--- src/rtl/rr_grant_sequencer_pkg.sv ---
// Shared definitions for the round-robin grant sequencer: sizes, FSM states
// and the rotating priority pick used during arbitration.
package rr_grant_sequencer_pkg;

    localparam int unsigned N     = 8;
    localparam int unsigned IDXW  = 3;
    localparam int unsigned HOLDW = 8;

    typedef enum logic [1:0] {
        ST_IDLE  = 2'd0,
        ST_GRANT = 2'd1,
        ST_GAP   = 2'd2
    } state_t;

    // First requester at or after ptr, searching cyclically; one-hot result, zero if none.
    function automatic logic [N-1:0] rr_pick(input logic [N-1:0] req, input logic [IDXW-1:0] ptr);
        logic [N-1:0]    pick;
        logic [IDXW-1:0] k;
        logic            found;
        pick  = '0;
        found = 1'b0;
        for (int unsigned i = 0; i < N; i++) begin
            k = ptr + IDXW'(i);
            if (!found && req[k]) begin
                pick[k] = 1'b1;
                found   = 1'b1;
            end
        end
        return pick;
    endfunction

endpackage

--- src/rtl/rr_grant_sequencer_onehot_enc.sv ---
// One-hot to binary index encoder. Anything that is not exactly one-hot
// (including all-zero) encodes to index 0.
module rr_onehot_enc
    import rr_grant_sequencer_pkg::*;
(
    input  logic [N-1:0]    onehot,
    output logic [IDXW-1:0] idx
);

    // Explicit table so illegal patterns fall through to 0.
    always_comb begin
        idx = '0;
        case (onehot)
            8'b0000_0001: idx = 3'd0;
            8'b0000_0010: idx = 3'd1;
            8'b0000_0100: idx = 3'd2;
            8'b0000_1000: idx = 3'd3;
            8'b0001_0000: idx = 3'd4;
            8'b0010_0000: idx = 3'd5;
            8'b0100_0000: idx = 3'd6;
            8'b1000_0000: idx = 3'd7;
            default:      idx = '0;
        endcase
    end

endmodule

--- src/rtl/rr_grant_sequencer.sv ---
// Round-robin arbiter/sequencer for 8 requesters sharing one resource.
// Issues a registered one-hot grant with its index; a grant ends on DONE,
// on the owner dropping its request, or when the hold limit is reached.
// Every release is followed by one dead cycle before arbitration resumes.
module rr_grant_sequencer
    import rr_grant_sequencer_pkg::*;
#(
    parameter int unsigned MAX_HOLD = 15
) (
    input  logic            CLK,
    input  logic            RST,
    input  logic [N-1:0]    REQ,
    input  logic            DONE,
    output logic [N-1:0]    GNT,
    output logic [IDXW-1:0] GNT_IDX,
    output logic            GNT_VALID,
    output logic            TMO
);

    localparam logic [HOLDW-1:0] HOLD_LIMIT = HOLDW'(MAX_HOLD);

    state_t            state;
    logic [IDXW-1:0]   ptr;
    logic [HOLDW-1:0]  hold;
    logic [N-1:0]      pick_onehot;
    logic [IDXW-1:0]   pick_idx;
    logic              release_now;
    logic              limit_hit;

    // Candidate grant for this cycle, rotated from the round-robin pointer.
    always_comb begin
        pick_onehot = rr_pick(REQ, ptr);
    end

    rr_onehot_enc u_enc (
        .onehot (pick_onehot),
        .idx    (pick_idx)
    );

    // Release conditions while granted; DONE and a dropped request take
    // precedence over the hold limit, so TMO only fires for a pure timeout.
    always_comb begin
        limit_hit   = (hold == HOLD_LIMIT);
        release_now = DONE || !REQ[GNT_IDX] || limit_hit;
    end

    // Arbitration FSM with registered grant outputs.
    always_ff @(posedge CLK or posedge RST) begin
        if (RST) begin
            state     <= ST_IDLE;
            ptr       <= '0;
            hold      <= '0;
            GNT       <= '0;
            GNT_IDX   <= '0;
            GNT_VALID <= 1'b0;
            TMO       <= 1'b0;
        end else begin
            TMO <= 1'b0;
            case (state)
                ST_IDLE: begin
                    if (|REQ) begin
                        GNT       <= pick_onehot;
                        GNT_IDX   <= pick_idx;
                        GNT_VALID <= 1'b1;
                        hold      <= HOLDW'(1);
                        state     <= ST_GRANT;
                    end
                end
                ST_GRANT: begin
                    if (release_now) begin
                        TMO       <= !DONE && REQ[GNT_IDX];
                        ptr       <= GNT_IDX + IDXW'(1);
                        hold      <= '0;
                        GNT       <= '0;
                        GNT_IDX   <= '0;
                        GNT_VALID <= 1'b0;
                        state     <= ST_GAP;
                    end else begin
                        hold <= hold + HOLDW'(1);
                    end
                end
                ST_GAP: begin
                    state <= ST_IDLE;
                end
                default: begin
                    state <= ST_IDLE;
                end
            endcase
        end
    end

endmodule

--- config.mk ---
export PLATFORM = sky130hd
export DESIGN_NAME = rr_grant_sequencer
export DESIGN_NICKNAME = d
export VERILOG_FILES = /design/src/rtl/rr_grant_sequencer_pkg.sv /design/src/rtl/rr_grant_sequencer_onehot_enc.sv /design/src/rtl/rr_grant_sequencer.sv
export SDC_FILE = /design/constraint.sdc
export NUM_CORES = 1
export LEC_CHECK = 0
export BUFFER_PORTS_ARGS = -buffer_cell sky130_fd_sc_hd__buf_2
export CAP_MARGIN = 20
export CORE_MARGIN = 2
export CORE_UTILIZATION = 50
export CTS_BUF_LIST = sky130_fd_sc_hd__clkbuf_2 sky130_fd_sc_hd__clkbuf_4 sky130_fd_sc_hd__clkbuf_8
export DETAILED_ROUTE_END_ITERATION = 10
export MAX_ROUTING_LAYER = met4
export PLACE_DENSITY = 0.71
export SETUP_SLACK_MARGIN = 0.1
export SYNTH_ARGS = -nofsm -noshare
export SYNTH_HDL_FRONTEND = slang
export SYNTH_HIERARCHICAL = 1
export SYNTH_SLANG_ARGS = --single-unit
--- constraint.sdc ---
create_clock -name CLK -period 3.75 [get_ports CLK]
set_input_delay 0.375 -clock CLK [delete_from_list [all_inputs] [get_ports CLK]]
set_output_delay 0.375 -clock CLK [all_outputs]
set_load 0.03 [all_outputs]
After elaboration in Yosys (flattened, before gate mapping)

Index checks and enable logic that the tools add are counted.
W data, S select, Z words.

Magnitude comparators: 17
Mux-type cells: 67
Reductions and logical operators: 34
$add $sub $neg: 9
Eq/ne operators: 11
Bitwise operators: 7

Operators by type and width:

| operator              | number |
|---|---|
| $mux W8               | 12 |
| $or A8 B8 Y8          | 7 |
| $lt A3 B4 Y1 const B  | 9 |
| $pmux W8 S2           | 2 |
| $mux W1               | 28 |
| $bmux W1 S3           | 9 |
| $demux W1 S3          | 8 |
| $ge A3 B1 Y1 const B  | 8 |
| $pmux W3 S7           | 1 |
| $eq A8 B4 Y1 const B  | 2 |
| $logic_and A1 B1 Y1   | 16 |
| $add A3 B3 Y3 const B | 4 |
| $logic_not A1 Y1      | 9 |
| $add A8 B1 Y8 const B | 1 |
| $eq A8 B2 Y1 const B  | 1 |
| $eq A8 B3 Y1 const B  | 1 |
| $eq A8 B5 Y1 const B  | 1 |
| $eq A8 B6 Y1 const B  | 1 |
| $eq A8 B7 Y1 const B  | 1 |
| $eq A8 B8 Y1 const B  | 1 |
| $reduce_or A8 Y1      | 1 |
| $add A3 B1 Y3 const B | 2 |
| $add A3 B2 Y3 const B | 2 |
| $mux W3               | 2 |
| 11 further kinds      | 16 |

Output and inout port bits: 13
Word-level logic and storage cells: 152
Input port bits: 11
Register bits after elaboration: 26

Longest topological paths before layout

Gate-level depths: netlist of run 1.

Word-level depth: 28
Gate-level depth with buffers: 18
Depth with buffers taken out: 13

Modules after synthesis

Netlist of run 1, hierarchy kept.

By module, submodules not included:

| module             | seq. area each (um^2) | area each (um^2) | times used | cells an instance |
|---|---|---|---|---|
| rr_grant_sequencer | 650.6                 | 2762.6           | 1          | 306 |
| rr_onehot_enc      | 0.0                   | 143.9            | 1          | 19 |

Worst setup path before layout of run 1

Ideal clock, no wire load.

Kind: register -> register
From: register ptr[0]
To: register GNT_IDX[0]
Data required time: 3.632 ns
Path buffers: 4
Library setup time: 0.118 ns
Path slack: -0.145 ns
Data arrival time: 3.777 ns
Clock period less this slack: 3.895 ns
Cell stages (with the launch flop): 18
Path through: dfrtp_1 -> buf_2 -> inv_1 -> buf_2 -> ha_1 -> buf_2 -> clkbuf_1 -> mux4_2 -> mux2i_1 -> nand4_1 -> nor4_1 -> nor2_1 -> o21ai_1 -> xnor2_1 -> nor3_1 -> o31a_1 -> nand2_1 -> nand2_1

Longest elaborated chain between the ends: 28
Elaborated cells between the ends (all ways): 109
Classes of those cells: 7 x add/sub; 16 x order compare; 7 x eq/ne; 50 x mux; 7 x bitwise; 22 x reduce/logical

RTL lines:

| what                                                  | line                                | text |
|---|---|---|
| start, declared                                       | rr_grant_sequencer.sv:23            | `logic [IDXW-1:0] ptr;` |
| start signal, assigned                                | rr_grant_sequencer.sv:72            | `ptr <= GNT_IDX + IDXW'(1);` |
| branches (longest 23 deep; another with $lt A3 B4 Y1) | n/a                                 |  |
| $mux W8 *                                             | rr_grant_sequencer_pkg.sv:24        | `if (!found && req[k]) begin` |
| via pick_onehot[1]                                    | rr_grant_sequencer.sv:25            | `logic [N-1:0] pick_onehot;` |
| $eq A8 B8 Y1, or another cell as far along            | rr_grant_sequencer_onehot_enc.sv:13 | `case (onehot)` |
| $pmux W3 S7 *                                         | rr_grant_sequencer_onehot_enc.sv:13 |  |
| via pick_idx[0]                                       | rr_grant_sequencer.sv:26            | `logic [IDXW-1:0] pick_idx;` |
| $mux W3 *                                             | rr_grant_sequencer.sv:61            | `if (\|REQ) begin` |
| $pmux W3 S2 *                                         | rr_grant_sequencer.sv:59            | `case (state)` |
| end signal, assigned                                  | rr_grant_sequencer.sv:63            | `GNT_IDX <= pick_idx;` |
| end, declared                                         | rr_grant_sequencer.sv:15            | `output logic [IDXW-1:0] GNT_IDX,` |

Mark *: on every way through the listed nets, which the timed path passes. The select of a mux whose other input is x is not followed.
A chain may end at the register's enable or synchronous reset.

Final worst setup path of run 1

From: register ptr[1]
To: register GNT_IDX[1]

The elaborated chain is that of the path after synthesis.

==> impl_metrics.yaml, run 1 <==
synth:
  yosys.area.top_type: "dfrtp_1"
  yosys_warnings: 6
  syn_area_per_cell_um2: 8.94
  synth_top_area_share: 0.224
  postSynthCellCount: 325
  syn_area_mm2: 0.00291
  synth_common_cells: "33 x nor2_1, 29 x nand2_1, 26 x dfrtp_1"
  ys_types: 62
  postSynth.asyncResetShare: 1.00
  synth.most_common_cell: "nor2_1"
  ys_ff_latch: 26
  synth_area_leaders: "dfrtp_1 22%, mux4_2 11%, mux2i_1 5.5%"
  synth_edf_count: 0
  synth_ff_type: "dfrtp_1"
  syn-num-nets: 344
  ys_seq_area_frac: 0.224
routing:
  drtAntennaViolNets: 0
  drt_iter0_markers: 461
  vias: 2914
  wl_per_cell_um: 19.7
  drt-pass1-iter-count: 5
  viasPerCell: 6.97
  wirelength_um: 8240
  drc: 0
worst_hold_path:
  hp-class: "primary input to async pin"
floorplan:
  core_mm2: 0.00557
  die_area_mm2: 0.00644
  die_height_um: 80.2
  io_pins: 24
  die_w_um: 80.2
  num_rows: 27
  start_util: 0.521
clocking:
  root_buffer: "clkbuf_8"
  cts-buffers-inserted: 3
  cts_tree: "done"
  clk_pin_slew_ns: 0.09
  cts_buffer_depth: 2
  cts_max_level: 1
  cts_hold_buf: 0
  clock_latency_ns: 0.28
  cts.sinks: 26
placement:
  dpl_cell_area_mm2: 0.00315
  hpwl_um: 6070
  pre_cts_ws_ns: -0.0294
  place_congestion: 0.988
  io_buffers: 23
  dp.cells: 410
cells_and_area:
  fin_cells: 418
  drive_gt1_frac: 0.277
  design_area_mm2: 0.00327
  antenna_cells: 0
  syn_to_final_growth_pct: 12.4
  nets: 366
critical_path:
  reg2reg_from: "ptr[1]"
  end_kind: "flop"
  critPathMaxFanout: 15
  reg2regPathDepth: 16
  cp.required_ns: 3.97
  crit_type: "flop to flop"
  cp.arrival_ns: 3.82
  regToRegSetupSlack_ns: 0.14
  critPathLaunchType: "flop"
  r2r-end: "GNT_IDX[1]"
global_route:
  track_usage: 0.273
  grt_max_degree: 27
  grt_pass1_vias: 2633
  overflow: 0
  grt_pass1_wl_um: 13200
  grt_antenna_before_repair: 0
sta:
  maxSlewViolCount: 0
  slew-limit-headroom: 0.350
  hold_viol_final: 0
  post-route-period-util: 0.961
  fin_skew_ns: 0.00382
  period_needed_ns: 3.61
  grt_setup_unrepaired: "true"
  fmax_ghz: 0.277
  tightestPinTransition_ns: 0.973
  setup_viol: 0
  worst_slack_ns: 0.145
job:
  drv_cap: 0
power_and_ir_drop:
  irDropWorstVdd_v: 0.000493
  leakagePower_uw: 0.00140
  p_per_area_mw_per_mm2: 1040
outcome:
  status: "complete, no violations"
[through the flow]
| step | util | total power, uW | hold WS, ns | TNS [ns] |
|---|---|---|---|---|
| 2_1_floorplan | - | 2420 | 0.415 | 0 |
| 3_3_place_gp | 0.564 | 2970 | 0.460 | 0 |
| 3_5_place_dp | 0.564 | 3020 | 0.463 | -0.0294 |
| 4_1_cts | 0.575 | 3210 | 0.347 | 0 |
| 5_1_grt | 0.586 | 3600 | 0.396 | -0.0600 |
| 6_report | 0.586 | 3390 | 0.310 | 0 |
[worst max-delay path, stage by stage (launching register included)]
cell	delay, ns
dfrtp_1	0.39
inv_1	0.10
ha_1	0.27
buf_12	0.17
mux2i_1	0.14
mux4_2	0.50
a22oi_4	0.27
buf_4	0.18
nor3_2	0.06
o22ai_1	0.33
o21ai_2	0.16
buf_4	0.17
nor4b_1	0.28
a211oi_1	0.10
nor4b_2	0.25
nand2_1	0.09
nand2_1	0.09
[layer usage]
metal | routed length, um | vias up | part of all wire | track usage
met2 | 3850 | 212 | 0.47 | 0.430
met3 | 790 | 28 | 0.096 | 0.0303
met4 | 283 | 0 | 0.034 | 0.102
met1 | 3320 | 1382 | 0.40 | 0.365
met5 | 0 | - | 0 | -
li1 | - | 1292 | - | -
[registers in the layout, summed over array words and instances, names as in the netlist]
signal	cells
GNT_VALID	1
state	2
GNT	8
GNT_IDX	3
hold	8
TMO	1
ptr	3
[power by group]
group	internal, uW	total (uW)	switching [uW]
combinational	1110	2780	1670
sequential	366	424	58.3
clock	94.1	186	92.0
total	1570	3390	1820
[area by class of cell]
class | count | area [um^2]
flip-flops and latches | 26 | 651
well taps | 72 | 90.1
multi-input cells | 261 | 2140
repair buffers | 46 | 300
inverters | 9 | 33.8
clock buffers | 4 | 55.1
fillers | 499 | 2310
[layout by cell type (no fill, tap or decap), drive strengths merged, types with 4 or more instances in the layout]
cell type,Yosys,final
nand2b,4,4
xor2,8,8
nor4,8,8
nor2,33,33
nand4,10,10
nand2,29,29
clkbuf,18,4
nor3,9,9
o211ai,4,4
dfrtp,26,26
a31oi,7,7
nand3,18,18
and3,8,8
xnor2,4,4
mux2,6,6
o21ai,8,8
inv,9,9
nor4b,7,7
a21oi,9,9
a311oi,4,4
mux2i,16,16
a211oi,5,5
buf,11,46
mux4,18,18
ha,8,8
[worst max path at each step]
stage	end	cells past startpoint	slack (ns)	from
floorplan	GNT_IDX[1]	18	0.10	ptr[0]
global placement	GNT_IDX[1]	13	0.08	ptr[1]
detailed placement	GNT_IDX[1]	13	-0.03	ptr[1]
CTS	GNT_IDX[1]	15	0.11	ptr[1]
global route	GNT_IDX[1]	15	-0.06	ptr[1]
finish	GNT_IDX[1]	16	0.14	ptr[1]
[cell families after synthesis]
logic type	Yosys count	synth area share
flip-flops	26	0.224
buffers and inverters	38	0.0581
adder cells (fa/ha/maj)	8	0.0344
AND/OR/NAND/NOR	140	0.262
multiplexers	40	0.223
AO/OA/AOI/OAI	61	0.160
XOR/XNOR	12	0.0387
[repair_timing]
action / CTS / global route
setup endpoints to repair: 3 / 3
gates resized for setup: 1 / 7
pin swaps: 1 / 3
buffers inserted: 0 / 4
(Power assumes the default switching activity.)
==> run 2, diff against run 1 <==
- CELL_PAD_IN_SITES_DETAIL_PLACEMENT: not set -> 0
- CELL_PAD_IN_SITES_GLOBAL_PLACEMENT: not set -> 1
- CORE_UTILIZATION: 50 -> 44
- PLACE_DENSITY: 0.71 -> not set
- PLACE_DENSITY_LB_ADDON: not set -> 0.1
==> run 2 against run 1 <==
  * Final cell count up 2.4%
  * Clock skew up 0.0025 ns
  * Wire length up 4.3%
  * Maximum frequency is 4.6% higher
  * Die area rose by 13%
  * Highest routed layer unchanged
==> impl_metrics.yaml, run 2 (synthesis gave the netlist of run 1 again) <==
outcome:
  status: "complete, no violations"
clocking:
  cts_tree: "done"
  cts_buffer_depth: 2
  root_buffer: "clkbuf_8"
  clk_pin_slew_ns: 0.09
  cts_max_level: 1
  cts-buffers-inserted: 3
  clock_latency_ns: 0.27
  cts.sinks: 26
placement:
  dpl_cell_area_mm2: 0.00318
  hpwl_um: 6390
  place_congestion: 0.938
  io_buffers: 23
floorplan:
  die_w_um: 85.3
  die_height_um: 85.3
  die_area_mm2: 0.00727
  core_mm2: 0.00639
  io_pins: 24
  start_util: 0.455
  num_rows: 29
critical_path:
  reg2reg_from: "ptr[1]"
  r2r-end: "GNT_IDX[2]"
  cp_slowest_cell: "or4_1"
  cp.depth: 14
  cp.arrival_ns: 3.66
  critPathMaxFanout: 20
  cp.required_ns: 3.97
  reg2regPathDepth: 14
  end_kind: "flop"
  cp_cell_sequence: "inv_1 -> ha_1 -> buf_12 -> mux2i_4 -> mux4_1 -> or3b_4 -> buf_4 -> nor2_1 -> a32oi_2 -> nand3b_1 -> or4_1 -> nor2_1 -> nand2_1 -> nand2_1"
  critPathLaunchType: "flop"
  slowest_delay_ns: 0.56
  regToRegSetupSlack_ns: 0.30
  crit_type: "flop to flop"
  cpLargestDelayFamily: "simple AND/OR/NAND/NOR gates"
  timing.critical_path.buf_inv: 3
power_and_ir_drop:
  p_per_area_mw_per_mm2: 1030
  leakagePower_uw: 0.00147
  irDropWorstVdd_v: 0.000520
cells_and_area:
  register_area_um2: 651
  drive_gt1_frac: 0.311
  multiInputGateArea_mm2: 0.00224
  final_common_cell: "nor2_1"
  design_area_mm2: 0.00343
  layout_common_cells: "33 x nor2_1, 29 x nand2_1, 26 x dfrtp_1"
  antenna_cells: 0
  top_regs: "GNT x8, hold x8"
  syn_to_final_growth_pct: 18.0
  fillCellCount: 610
  nets: 372
routing:
  wl_per_cell_um: 20.1
  viasPerCell: 6.50
  drtAntennaViolNets: 0
  drt_iter0_markers: 284
  wirelength_um: 8600
  drc: 0
  vias: 2781
  drt-pass1-iter-count: 5
sta:
  slew-limit-headroom: 0.510
  fin_skew_ns: 0.00631
  maxSlewViolCount: 0
  grt_setup_unrepaired: "false"
  hold_ws_ns: 0.386
  period_needed_ns: 3.45
  post-route-period-util: 0.919
  fin_tns_setup_ns: 0
  setup_viol: 0
  tightestPinTransition_ns: 0.734
  fmax_ghz: 0.290
  hold_viol_final: 0
global_route:
  grt_pass1_vias: 2546
  grt_pass1_wl_um: 13800
  grt_antenna_before_repair: 0
  grt_max_degree: 39
  overflow: 0
  track_usage: 0.247
worst_hold_path:
  hp-class: "primary input to flop"
  hold_start: "DONE"
  whs_path_depth: 4
  hold_end: "TMO"
job:
  drv_cap: 0
-- run 2: changes by cell type in the layout (fill, tap and decap cells not counted), sizes merged --
cell         change
buf              +5
clkbuf           -1
dlygate4sd3      +1
-- run 2: how the worst max path moves through the flow --
stage	start	to	slack [ns]
detailed placement	ptr[1]	GNT_IDX[1]	0.009
CTS	ptr[1]	GNT_IDX[1]	0.10
floorplan	ptr[0]	GNT_IDX[1]	0.10
global placement	ptr[1]	GNT_IDX[1]	0.05
global route	ptr[1]	GNT_IDX[2]	0.1
finish	ptr[1]	GNT_IDX[2]	0.30
-- run 2: what timing repair did --
| item | in CTS | in global routing |
|---|---|---|
| endpoints found under the setup margin | 3 | 3 |
| gates cloned | 0 | 0 |
| pin swaps | 0 | 5 |
| endpoints found under the hold margin | 0 | 3 |
| gates resized for setup | 1 | 23 |
| hold buffers | 0 | 1 |
| setup buffers | 0 | 4 |
-- run 2: routing by layer --
layer	wire (um)	vias to the layer above	GRT usage
met4	91	0	0.0332
met3	573	10	0.0311
met1	3910	1374	0.360
met5	0	-	-
li1	-	1297	-
met2	4020	100	0.378
-- run 2: stage by stage --
stage	instances	setup WS (ns)	power [uW]	util
after detailed placement	419	0.00892	3060	0.498
after CTS	422	0.103	3230	0.505
final	428	0.304	3520	0.537
after global routing	428	0.0981	3770	0.537
after global placement	419	0.0507	3050	0.498
after floorplan	325	0.102	2420	-
-- run 2: report_power, final --
part	total [uW]	internal (uW)	switching [uW]
logic	2940	1200	1730
registers	424	366	57.7
clock network	161	72.1	88.8
total	3520	1640	1880
-- run 2: final cells by class --
cell class                 instances  area share
tap                               77      0.0281
timing repair buffer              52       0.108
inverter                           9     0.00985
sequential                        26       0.190
multi-input combinational        261       0.652
clock buffer                       3      0.0120
-- run 2: worst min-delay path: stages --
cell,delay [ns]
buf_2,0.08
nor2_1,0.05
nand2_1,0.08
nor2_1,0.04
==> run 3, diff against run 2 <==
- CORE_UTILIZATION: 44 -> 35
==> run 3 against run 2 <==
  * Setup slack lost 0.062 ns
  * Sequential power is 1% higher
  * Non-clock buffer count grew 4
  * Hold slack lost 0.29 ns
  * Final area is 3.7% higher
  * Critical path type unchanged
  * Critical endpoint is now GNT_IDX[1]
  * Largest cell class unchanged
  * Highest routed layer unchanged
==> impl_metrics.yaml, run 3 (synthesis gave the netlist of run 1 again) <==
outcome:
  status: "complete, no violations"
sta:
  tightestPinTransition_ns: 0.710
  fin_skew_ns: 0.0111
  slew-limit-headroom: 0.527
  fin_tns_setup_ns: 0
  fmax_ghz: 0.285
  maxSlewViolCount: 0
  post-route-period-util: 0.935
  grt_setup_unrepaired: "false"
  period_needed_ns: 3.51
  worst_slack_ns: 0.242
  hold_viol_final: 0
  setup_viol: 0
cells_and_area:
  final_common_cell: "nor2_1"
  layout_common_cells: "33 x nor2_1, 28 x nand2_1, 28 x buf_4"
  antenna_cells: 0
  fin_cells: 461
  top_regs: "GNT x8, hold x8"
  syn_to_final_growth_pct: 22.4
  fillCellCount: 799
  fin_util: 0.437
  nets: 376
  drive_gt1_frac: 0.329
routing:
  viasPerCell: 6.17
  drt_iter0_markers: 212
  drt-pass1-iter-count: 5
  vias: 2845
  drtAntennaViolNets: 0
  drc: 0
  wl_per_cell_um: 20.7
  wirelength_um: 9530
global_route:
  grt_max_degree: 39
  grt_pass1_vias: 2696
  overflow: 0
  grt_pass1_wl_um: 15400
  grt_antenna_before_repair: 0
  track_usage: 0.227
clocking:
  clk_pin_slew_ns: 0.10
  cts_tree: "done"
  root_buffer: "clkbuf_8"
  cts-buffers-inserted: 3
  cts_buffer_depth: 2
  cts.sinks: 26
  clock_latency_ns: 0.28
  cts_max_level: 1
power_and_ir_drop:
  switching_share: 0.522
  switching_power_uw: 1970
  p_seq_frac: 0.114
  clkPwrFrac: 0.063
  irDropWorstVdd_v: 0.000326
  leakagePower_uw: 0.00153
  p_int_uw: 1800
  p_per_area_mw_per_mm2: 1060
  power.share.combinational: 0.823
floorplan:
  die_area_mm2: 0.00905
  core_mm2: 0.00813
  die_w_um: 95.1
  io_pins: 24
  die_height_um: 95.1
  num_rows: 33
  start_util: 0.357
job:
  drv_cap: 0
placement:
  io_buffers: 23
  dp.cells: 451
  pre_cts_ws_ns: 0.169
  place_congestion: 0.915
  hpwl_um: 6970
critical_path:
  slowest_delay_ns: 0.40
  regToRegSetupSlack_ns: 0.24
  critPathLaunchType: "flop"
  crit_type: "flop to flop"
  cp_cell_sequence: "inv_2 -> ha_4 -> buf_12 -> mux2i_4 -> mux4_2 -> or3b_4 -> buf_4 -> nor3_4 -> o22ai_2 -> o21ai_1 -> buf_4 -> xor2_2 -> a211oi_1 -> nor4b_2 -> nand2_1 -> nand2_1"
  cp_slowest_cell: "dfrtp_1"
  critPathMaxFanout: 11
  cp.required_ns: 3.96
  cp.arrival_ns: 3.72
  end_kind: "flop"
worst_hold_path:
  hp-class: "primary input to async pin"
## run 3: cell types whose count changed in the layout (fill, tap and decap cells not counted), sizes merged
cell         before  now
buf              51   55
dlygate4sd3       1    0
clkbuf            3    4
bufinv            0    1
## run 3: timing repair
action | in CTS | in global routing
gates resized for setup | 0 | 28
endpoints found under the setup margin | 0 | 3
buffers inserted | 0 | 4
hold buffers | 0 | 0
## run 3: final cells by class
class	instances	area, um^2	share of cell area
Sequential cell	26	651	0.183
Clock inverter	1	30.0	0.00844
Inverter	9	33.8	0.00949
Clock buffer	3	41.3	0.0116
Tap cell	105	131	0.0369
Multi-Input combinational cell	261	2240	0.630
Timing Repair Buffer	56	429	0.121
## run 3: per-layer routing
metal	wire length, um	global-route usage	up-vias
met5	0	-	-
met4	213	0.0471	0
met3	439	0.0411	18
met2	4380	0.338	79
met1	4490	0.322	1429
li1	-	-	1319
## run 3: path summary, 6_finish.rpt
kind | startpoint | to | cells past startpoint
setup / recovery | ptr[1] | GNT_IDX[1] | 16
setup reg to reg | ptr[1] | GNT_IDX[1] | 16
min in group CLK | DONE | TMO | 4
hold reg to reg | GNT_VALID | GNT_VALID | 2
hold / removal | RST | GNT_VALID | 2
max in group asynchronous | RST | GNT[5] | 3
## run 3: per-stage QoR
stage                     area, um^2  power (uW)  hold WS [ns]
after floorplan                 2930        2420         0.415
after global placement          3260        3210         0.457
after detailed placement        3260        3180         0.469
after CTS                       3330        3440         0.378
after global routing            3560        4040         0.122
final                           3560        3770        0.0958
## run 3: worst max-delay path, delay by kind of cell, from the launching register on
family | cells | cell delay [ns]
simple gates | 5 | 0.97
buf+inv | 4 | 0.65
mux | 2 | 0.52
flops | 1 | 0.40
compound gates | 3 | 0.39
fa+ha+maj | 1 | 0.31
xor+xnor | 1 | 0.18
## run 3: power by group through the flow
stage | Sequential, uW | Combinational (uW) | Clock [uW]
floorplan | 512 | 1910 | 0
global placement | 433 | 2780 | 0
detailed placement | 434 | 2750 | 0
CTS | 428 | 2770 | 242
global route | 441 | 3340 | 257
finish | 430 | 3100 | 238
